==> src/rtl/uart_baud_gen_if.sv <==
// Bus between the register block / UART datapaths and the baud generator.
// master = consumer side (drives divisor, enable, resync; receives ticks).
// slave  = the baud generator itself.
interface uart_baud_gen_if #(
    parameter int DIV_W  = 16,
    parameter int FRAC_W = 4
);
    logic              en;
    logic [DIV_W-1:0]  div_int;
    logic [FRAC_W-1:0] div_frac;
    logic              div_load;
    logic              rx_resync;
    logic              os_tick;
    logic              tx_tick;
    logic              rx_sample;

    modport master (
        output en, div_int, div_frac, div_load, rx_resync,
        input  os_tick, tx_tick, rx_sample
    );

    modport slave (
        input  en, div_int, div_frac, div_load, rx_resync,
        output os_tick, tx_tick, rx_sample
    );
endinterface

==> src/rtl/uart_baud_gen.sv <==
// Fractional baud-rate generator: oversample tick with an int+frac divisor,
// TX bit tick every OSR oversample ticks, and a re-phasable RX mid-bit strobe.
module uart_baud_gen #(
    parameter int DIV_W    = 16,
    parameter int FRAC_W   = 4,
    parameter int OSR      = 16,
    parameter int DEF_INT  = 27,
    parameter int DEF_FRAC = 0
) (
    input  logic            clk,
    input  logic            rst,
    uart_baud_gen_if.slave  bus
);
    localparam int OSR_W = $clog2(OSR);
    localparam int CW    = DIV_W + 1;

    typedef struct packed {
        logic [DIV_W-1:0]  ip;
        logic [FRAC_W-1:0] fp;
    } div_t;

    localparam div_t DEF_DIV = '{ip: DIV_W'(DEF_INT), fp: FRAC_W'(DEF_FRAC)};

    // Divisors below 2 would make the period degenerate; force them up to 2.
    function automatic logic [DIV_W-1:0] clamp(input logic [DIV_W-1:0] v);
        return (v < DIV_W'(2)) ? DIV_W'(2) : v;
    endfunction

    div_t              act;
    div_t              pend;
    div_t              load_val;
    logic              pend_vld;
    logic [CW-1:0]     cnt;
    logic [CW-1:0]     period;
    logic [FRAC_W-1:0] acc;
    logic              stretch;
    logic [OSR_W-1:0]  tx_ph;
    logic [OSR_W-1:0]  rx_ph;
    logic              os_tick;
    logic              xfer;

    assign load_val = '{ip: clamp(bus.div_int), fp: bus.div_frac};
    assign period   = {1'b0, act.ip} + CW'(stretch);

    // Ticks are gated by rst so nothing escapes during the reset cycle.
    assign os_tick  = bus.en & ~rst & (cnt == period - CW'(1));

    // Pending divisor moves to active at a period boundary, or at once while frozen.
    assign xfer     = pend_vld & (os_tick | ~bus.en);

    // Pending/active divisor pair; a load coinciding with a transfer goes straight through.
    always_ff @(posedge clk) begin
        if (rst) begin
            act      <= DEF_DIV;
            pend     <= DEF_DIV;
            pend_vld <= 1'b0;
        end else begin
            if (xfer)
                act <= bus.div_load ? load_val : pend;
            if (bus.div_load) begin
                pend     <= load_val;
                pend_vld <= ~xfer;
            end else if (xfer) begin
                pend_vld <= 1'b0;
            end
        end
    end

    // Period counter: restarts on each oversample tick, holds while disabled.
    always_ff @(posedge clk) begin
        if (rst)
            cnt <= '0;
        else if (os_tick)
            cnt <= '0;
        else if (bus.en)
            cnt <= cnt + CW'(1);
    end

    // Fractional accumulator; its carry stretches the following period by one cycle.
    always_ff @(posedge clk) begin
        if (rst) begin
            acc     <= '0;
            stretch <= 1'b0;
        end else if (os_tick) begin
            {stretch, acc} <= {1'b0, acc} + {1'b0, act.fp};
        end
    end

    // TX phase counts oversample ticks; wraps naturally since OSR is a power of two.
    always_ff @(posedge clk) begin
        if (rst)
            tx_ph <= '0;
        else if (os_tick)
            tx_ph <= tx_ph + OSR_W'(1);
    end

    // RX phase: resync wins over counting, so a tick in the resync cycle is dropped.
    always_ff @(posedge clk) begin
        if (rst)
            rx_ph <= '0;
        else if (bus.rx_resync)
            rx_ph <= '0;
        else if (os_tick)
            rx_ph <= rx_ph + OSR_W'(1);
    end

    assign bus.os_tick   = os_tick;
    assign bus.tx_tick   = os_tick & (tx_ph == OSR_W'(OSR - 1));
    assign bus.rx_sample = os_tick & (rx_ph == OSR_W'(OSR / 2 - 1)) & ~bus.rx_resync;
endmodule

==> src/flat_wrapper.sv <==
// flat-port wrapper written by rule: the top's interface ports become plain ports
module uart_baud_gen_flat 
#(
    parameter int DIV_W    = 16,
    parameter int FRAC_W   = 4,
    parameter int OSR      = 16,
    parameter int DEF_INT  = 27,
    parameter int DEF_FRAC = 0
)
  (clk, rst, bus_en, bus_div_int, bus_div_frac, bus_div_load, bus_rx_resync, bus_os_tick, bus_tx_tick, bus_rx_sample);
  uart_baud_gen_if #(.DIV_W(DIV_W), .FRAC_W(FRAC_W)) bus_i ();
  input  logic clk;
  input  logic rst;
  input wire logic [$bits(bus_i.en)-1:0] bus_en;
  input wire logic [$bits(bus_i.div_int)-1:0] bus_div_int;
  input wire logic [$bits(bus_i.div_frac)-1:0] bus_div_frac;
  input wire logic [$bits(bus_i.div_load)-1:0] bus_div_load;
  input wire logic [$bits(bus_i.rx_resync)-1:0] bus_rx_resync;
  output wire logic [$bits(bus_i.os_tick)-1:0] bus_os_tick;
  output wire logic [$bits(bus_i.tx_tick)-1:0] bus_tx_tick;
  output wire logic [$bits(bus_i.rx_sample)-1:0] bus_rx_sample;
  assign bus_i.en = bus_en;
  assign bus_i.div_int = bus_div_int;
  assign bus_i.div_frac = bus_div_frac;
  assign bus_i.div_load = bus_div_load;
  assign bus_i.rx_resync = bus_rx_resync;
  assign bus_os_tick = bus_i.os_tick;
  assign bus_tx_tick = bus_i.tx_tick;
  assign bus_rx_sample = bus_i.rx_sample;
  uart_baud_gen #(.DIV_W(DIV_W), .FRAC_W(FRAC_W), .OSR(OSR), .DEF_INT(DEF_INT), .DEF_FRAC(DEF_FRAC)) u_core (.clk(clk), .rst(rst), .bus(bus_i));
endmodule
==> config.mk <==
export PLATFORM = sky130hd
export DESIGN_NAME = uart_baud_gen_flat
export DESIGN_NICKNAME = d
export VERILOG_FILES = /design/src/rtl/uart_baud_gen_if.sv /design/src/rtl/uart_baud_gen.sv /design/src/flat_wrapper.sv
export SDC_FILE = /design/constraint.sdc
export NUM_CORES = 1
export LEC_CHECK = 0
export CORE_MARGIN = 2
export CORE_UTILIZATION = 50
export DETAILED_ROUTE_END_ITERATION = 7
export PLACE_DENSITY = 0.75
export SYNTH_ARGS = -nofsm -noshare
export SYNTH_HDL_FRONTEND = slang
export SYNTH_SLANG_ARGS = --single-unit
==> constraint.sdc <==
create_clock -name clk -period 3.4 [get_ports clk]
set_input_delay 0.68 -clock clk [delete_from_list [all_inputs] [get_ports clk]]
set_output_delay 0.68 -clock clk [all_outputs]
set_load 0.1 [all_outputs]
==> impl_metrics.yaml, run 1 <==
run_status:
  run_status: "complete, but fails checks"
  violations: "negative setup slack"
timing:
  slew_violations: 0
  period_minus_slack_ns: 3.61
  hold_viol_final: 0
  worst_slack_ns: -0.212
  finalCritPeriodShare_pct: 106
  worst_pin_slew_ns: 0.637
  fin_skew_ns: 0.0117
  fin_setup_tns_ns: -0.547
  setup_viol: 3
  fmax_mhz: 277
  max_slew_margin_pct: 57.4
  whs_ns: 0.483
  rsz0062_at_grt: "yes"
route:
  ant_nets: 0
  avgRoutedWirePerCell_um: 13.8
  wl_mm: 7.61
  drt-initial-drc-count: 115
  dr.pass1.iters: 4
  drc: 0
  num_vias: 2893
  via_per_inst: 5.25
placement:
  hpwl_mm: 5.52
  routabilityCongestion: 0.873
  port_buffers: 27
grt:
  grt_usage_pct: 19.5
  antenna_found_initial: 0
  grt_pass1_vias: 2890
  grt_first_pass_wirelength_mm: 13.0
  grt-ovfl-total: 0
  grt_max_degree: 52
pwr:
  switching_power_uw: 411
  p_seq_share_pct: 51.8
  pwr-share-clk_pct: 38.5
  swShare_pct: 24.5
  leakagePower_nw: 1.78
  pwr_density_cell_mw_per_mm2: 371
  p_comb_share_pct: 9.7
  p_int_mw: 1.27
  ir_drop_uv: 195
cells_and_area:
  final_common_cell: "dfxtp_1"
  layout-drive-gt1-share_pct: 17.9
  diodes: 0
  num-nets-final: 483
  final_cell_mix: "70 x dfxtp_1, 56 x nor2_1, 27 x mux2i_1, 26 x xnor2_1, 24 x buf_4"
  area_growth_pct: 21.9
  nFillCells: 606
setup_path:
  reg2regPathDepth: 12
  cp-start-kind: "register"
  r2r_start: "u_core.stretch"
  crit_start: "u_core.stretch"
  worstPathMaxFanout: 5
  critPathRequiredTime_ns: 2.72
  cp-end-kind: "primary output"
  critPathKind: "reg -> out"
  cp-endpoint: "bus_tx_tick"
  reg2reg_to: "u_core.rx_ph[1]"
  ff2ff_setup_slack_ns: 0.20
  critPathArrivalTime_ns: 2.93
clock_tree:
  ctsHtreeMaxLevel: 3
  cts.sinks: 71
  cts_root_buf: "clkbuf_8"
  cts-buffers-inserted: 9
  hold_buffers: 0
  cts_buffer_depth: 2
  worstSkewPairLatency_ns: 0.35
  path_clk_slew_ns: 0.08
  cts_tree: "built"
floorplanning:
  num_io_pins: 28
  core.rowCount: 31
  dieHeight_um: 90.1
  die-width_um: 90.1
  dieArea_mm2: 0.00812
  start_util_pct: 51.4
  fp.coreArea_mm2: 0.00721
hold_path:
  hold_class: "reg -> reg"
synthesis:
  yosysWarnings: 0
  synth_edf_count: 0
  synthCells: 405
  syn-num-nets: 440
  yosys_register_bits: 71
  synth.distinct_cells: 58
  synth-seq-area-share_pct: 38.3
  synth_area_mm2: 0.00371
  dominantRegCellSynth: "dfxtp_1"
  synth_area_per_cell_um2: 9.16
  synth_async_sr_flop_share_pct: 0
job:
  maxCapViolCount: 0
-- logic make-up (layout without fill, tap and decap cells) --
logic type	Yosys count	after routing	share of synthesized area, %
AND/OR/NAND/NOR	169	169	24.5
flip-flops	71	71	38.3
multiplexers	44	44	12.5
XOR/XNOR	43	43	10.2
AO/OA/AOI/OAI	34	34	6.21
buffers and inverters	34	81	4.69
adder cells (fa/ha/maj)	10	10	3.58
-- registers in the layout, indices dropped and copies added (netlist names) --
| name | count |
|---|---|
| u_core.tx_ph | 4 |
| u_core.stretch | 1 |
| u_core.rx_ph | 4 |
| u_core.pend_vld | 1 |
| u_core.pend | 20 |
| u_core.acc | 4 |
| u_core.cnt | 17 |
| u_core.act | 20 |
-- metal layers --
metal | routed length (um) | track usage (%)
met1 | 3700 | 24.9
met2 | 3430 | 31.1
met5 | 0 | 0
met4 | 95 | 7.05
met3 | 386 | 6.12
-- worst min path at each step --
stage | slack, ns | from | endpoint | cells after the start
floorplan | 0.44 | u_core.pend[7] | u_core.pend[7] | 2
global placement | 0.46 | u_core.pend[7] | u_core.pend[7] | 2
detailed placement | 0.46 | u_core.pend[7] | u_core.pend[7] | 2
CTS | 0.48 | u_core.pend[7] | u_core.pend[7] | 2
global route | 0.51 | u_core.pend[7] | u_core.pend[7] | 2
finish | 0.48 | u_core.pend[7] | u_core.pend[7] | 2
-- power by group through the flow --
stage	sequential (mW)	clock [mW]	combinational [mW]
global placement	0.888	0	0.155
finish	0.870	0.646	0.164
detailed placement	0.889	0	0.158
global route	0.873	0.702	0.180
CTS	0.869	0.660	0.162
floorplan	0.886	0	0.0994
-- what timing repair did --
| item | in CTS | in global routing |
|---|---|---|
| pin swaps | 9 | 3 |
| setup endpoints to repair | 4 | 31 |
| resized for setup | 7 | 7 |
| setup buffers | 2 | 0 |
-- cells in the mapped netlist, types with 2 or more instances --
library cell,instances,area share [%]
o21ai_0,5,0.67
mux2i_1,27,7.3
and2_1,2,0.34
or3_1,4,0.67
ha_1,9,3.0
a21oi_1,10,1.3
buf_2,3,0.40
dfxtp_1,71,38
nor4b_1,2,0.47
or4_1,3,0.61
nor4_1,7,1.2
buf_6,3,0.91
o211ai_1,3,0.61
nand4_1,5,0.84
nor3b_1,3,0.61
nand3b_1,2,0.40
nor2_1,56,5.7
and4_1,3,0.71
a21o_1,3,0.61
xor2_1,16,3.8
inv_1,13,1.3
nand4b_1,3,0.71
xnor2_1,27,6.4
and3_1,3,0.51
buf_1,2,0.20
nor2b_1,18,3.0
mux2_2,9,2.7
nand2b_1,3,0.51
mux2_1,7,2.1
nand3_1,16,2.2
nand2_1,19,1.9
clkbuf_1,11,1.1
nor3_1,12,1.6
-- worst max-delay path: stages, from the launching register on --
cell      delay [ns]
dfxtp_2         0.33
inv_2           0.06
ha_4            0.15
or4b_4          0.50
nor4_4          0.26
buf_4           0.17
xnor2_1         0.11
nor3b_2         0.21
nand4b_1        0.21
nor2_4          0.17
and4_4          0.24
buf_12          0.17
-- area by class of cell --
class / count / area, um2 / area share (%)
clock buffers: 9 / 124 / 2.74
clock inverters: 6 / 62.6 / 1.38
inverters: 13 / 48.8 / 1.08
multi-input cells: 300 / 2230 / 49.4
flip-flops and latches: 71 / 1420 / 31.5
well taps: 99 / 124 / 2.74
repair buffers: 53 / 507 / 11.2
-- per-stage QoR --
step	instances	power, mW	setup WS, ns	utilization [%]	instance area [um2]
final	551	1.68	-0.212	62.7	4520
after global routing	551	1.75	-0.322	62.7	4520
after CTS	551	1.69	-0.206	62.2	4490
after detailed placement	534	1.05	-0.0591	58.9	4250
after global placement	534	1.04	-0.0144	58.9	4250
after floorplan	405	0.986	-0.452	-	3770
No activity file was read; power rests on OpenSTA's default activity.
==> inputs of run 2 (changes only) <==
SKIP_LAST_GASP = 1   (was unset)
SLEW_MARGIN = 40   (was unset)
==> run 2 against run 1 <==
The run still ends with negative setup slack left. Total power increased by 3.0%. First-iteration DRC count rose by 62%. Global-route usage is 0.43 points higher. Clock-buffer cell count grew 1. Cell count rose by 0.54%. Critical path type unchanged.
==> impl_metrics.yaml, run 2 (synthesis results as in run 1) <==
route:
  num_vias: 2914
  dr.pass1.iters: 4
  wl_mm: 7.76
  drc: 0
  via_per_inst: 5.26
  avgRoutedWirePerCell_um: 14.0
  ant_nets: 0
  drt-initial-drc-count: 186
clock_tree:
  path_clk_slew_ns: 0.08
  hold_buffers: 0
  cts_tree: "built"
  cts.sinks: 71
  cts_root_buf: "clkbuf_8"
  cts_buffer_depth: 2
  ctsHtreeMaxLevel: 3
  cts-buffers-inserted: 9
  worstSkewPairLatency_ns: 0.36
setup_path:
  reg2reg_to: "u_core.act[9]"
  r2r_start: "u_core.stretch"
  critPathKind: "reg -> out"
  cp-end-kind: "primary output"
  reg2regPathDepth: 13
  worstPathMaxFanout: 5
  critPathRequiredTime_ns: 2.72
  ff2ff_setup_slack_ns: 0.13
  cp-start-kind: "register"
  critPathArrivalTime_ns: 2.93
timing:
  fin_setup_tns_ns: -0.551
  worst_pin_slew_ns: 0.664
  fmax_mhz: 277
  rsz0062_at_grt: "yes"
  worst_slack_ns: -0.213
  setup_viol: 3
  max_slew_margin_pct: 55.6
  period_minus_slack_ns: 3.61
  finalCritPeriodShare_pct: 106
  fin_skew_ns: 0.0114
  hold_viol_final: 0
  slew_violations: 0
grt:
  grt_max_degree: 52
  grt_pass1_vias: 2864
  grt-ovfl-total: 0
  grt_first_pass_wirelength_mm: 13.2
  grt_usage_pct: 20.0
  antenna_found_initial: 0
floorplanning:
  fp.coreArea_mm2: 0.00721
  dieArea_mm2: 0.00812
  num_io_pins: 28
  dieHeight_um: 90.1
  die-width_um: 90.1
  core.rowCount: 31
  start_util_pct: 51.4
cells_and_area:
  diodes: 0
  reg_top3: "u_core.act: 20 flops, u_core.pend: 20 flops, u_core.cnt: 17 flops"
  final_common_cell: "dfxtp_1"
  num-nets-final: 485
  nFillCells: 604
  final_util_pct: 63.2
  layout-drive-gt1-share_pct: 18.7
  area_growth_pct: 22.9
  final_cell_mix: "70 x dfxtp_1, 56 x nor2_1, 27 x mux2i_1, 26 x xnor2_1, 26 x buf_4"
pwr:
  leakagePower_nw: 1.79
  ir_drop_uv: 235
  pwr_density_cell_mw_per_mm2: 380
hold_path:
  whs_endpoint: "u_core.pend[7]"
  holdCritStartpoint: "u_core.pend[7]"
  holdPathStages: 2
  hold_class: "reg -> reg"
run_status:
  violations: "negative setup slack"
  run_status: "complete, but fails checks"
placement:
  routabilityCongestion: 0.873
  hpwl_mm: 5.57
  port_buffers: 27
job:
  maxCapViolCount: 0
-- run 2: cell type report --
cell class	count	area, um2	share of cell area (%)
well taps	99	124	2.72
flip-flops and latches	71	1420	31.2
repair buffers	55	522	11.4
inverters	13	48.8	1.07
multi-input cells	300	2240	49.1
clock buffers	10	138	3.02
clock inverters	6	67.6	1.48
-- run 2: metal layers --
metal	share of wire, %	track usage, %	vias up
met1	49	26.2	1353
met3	4.7	5.20	16
met2	44	31.5	51
met4	2.3	7.69	0
li1	-	-	1494
met5	0	0	-
-- run 2: critical path, stage by stage, from the launching register on --
cell      delay, ns
dfxtp_2        0.33
inv_2          0.06
ha_4           0.16
or4b_4         0.50
buf_6          0.16
nor4b_4        0.26
xnor2_2        0.12
nor3b_2        0.18
nand4b_1       0.20
nor2_4         0.19
and4_4         0.24
buf_12         0.17
-- run 2: what timing repair did --
item,CTS,global route
setup buffers,4,0
pin swaps,10,4
setup endpoints to repair,3,20
gates resized for setup,8,6
endpoints found under the hold margin,0,0
-- run 2: worst max-delay path by stage --
stage                     slack [ns]             to  cells past startpoint           start
after floorplan                -0.45  bus_rx_sample                     10   u_core.act[4]
after global placement         -0.01    bus_tx_tick                      9          bus_en
after detailed placement       -0.07    bus_tx_tick                      9          bus_en
after CTS                      -0.22    bus_tx_tick                     11  u_core.stretch
after global routing           -0.33    bus_tx_tick                     11  u_core.stretch
final                          -0.21    bus_tx_tick                     11  u_core.stretch
-- run 2: where the power goes --
group | internal [mW] | switching, mW
registers | 0.856 | 0.0140
clock network | 0.362 | 0.334
logic | 0.0803 | 0.0843
-- run 2: through the flow --
step                      total power, mW  hold slack [ns]  worst slack, ns  cell area, um2  instances
final                                1.73            0.477           -0.213            4560        554
after global routing                 1.80            0.513           -0.330            4560        554
after CTS                            1.74            0.483           -0.220            4540        554
after detailed placement             1.05            0.464          -0.0730            4250        534
after global placement               1.04            0.458          -0.0144            4250        534
after floorplan                     0.986            0.438           -0.452            3770        405
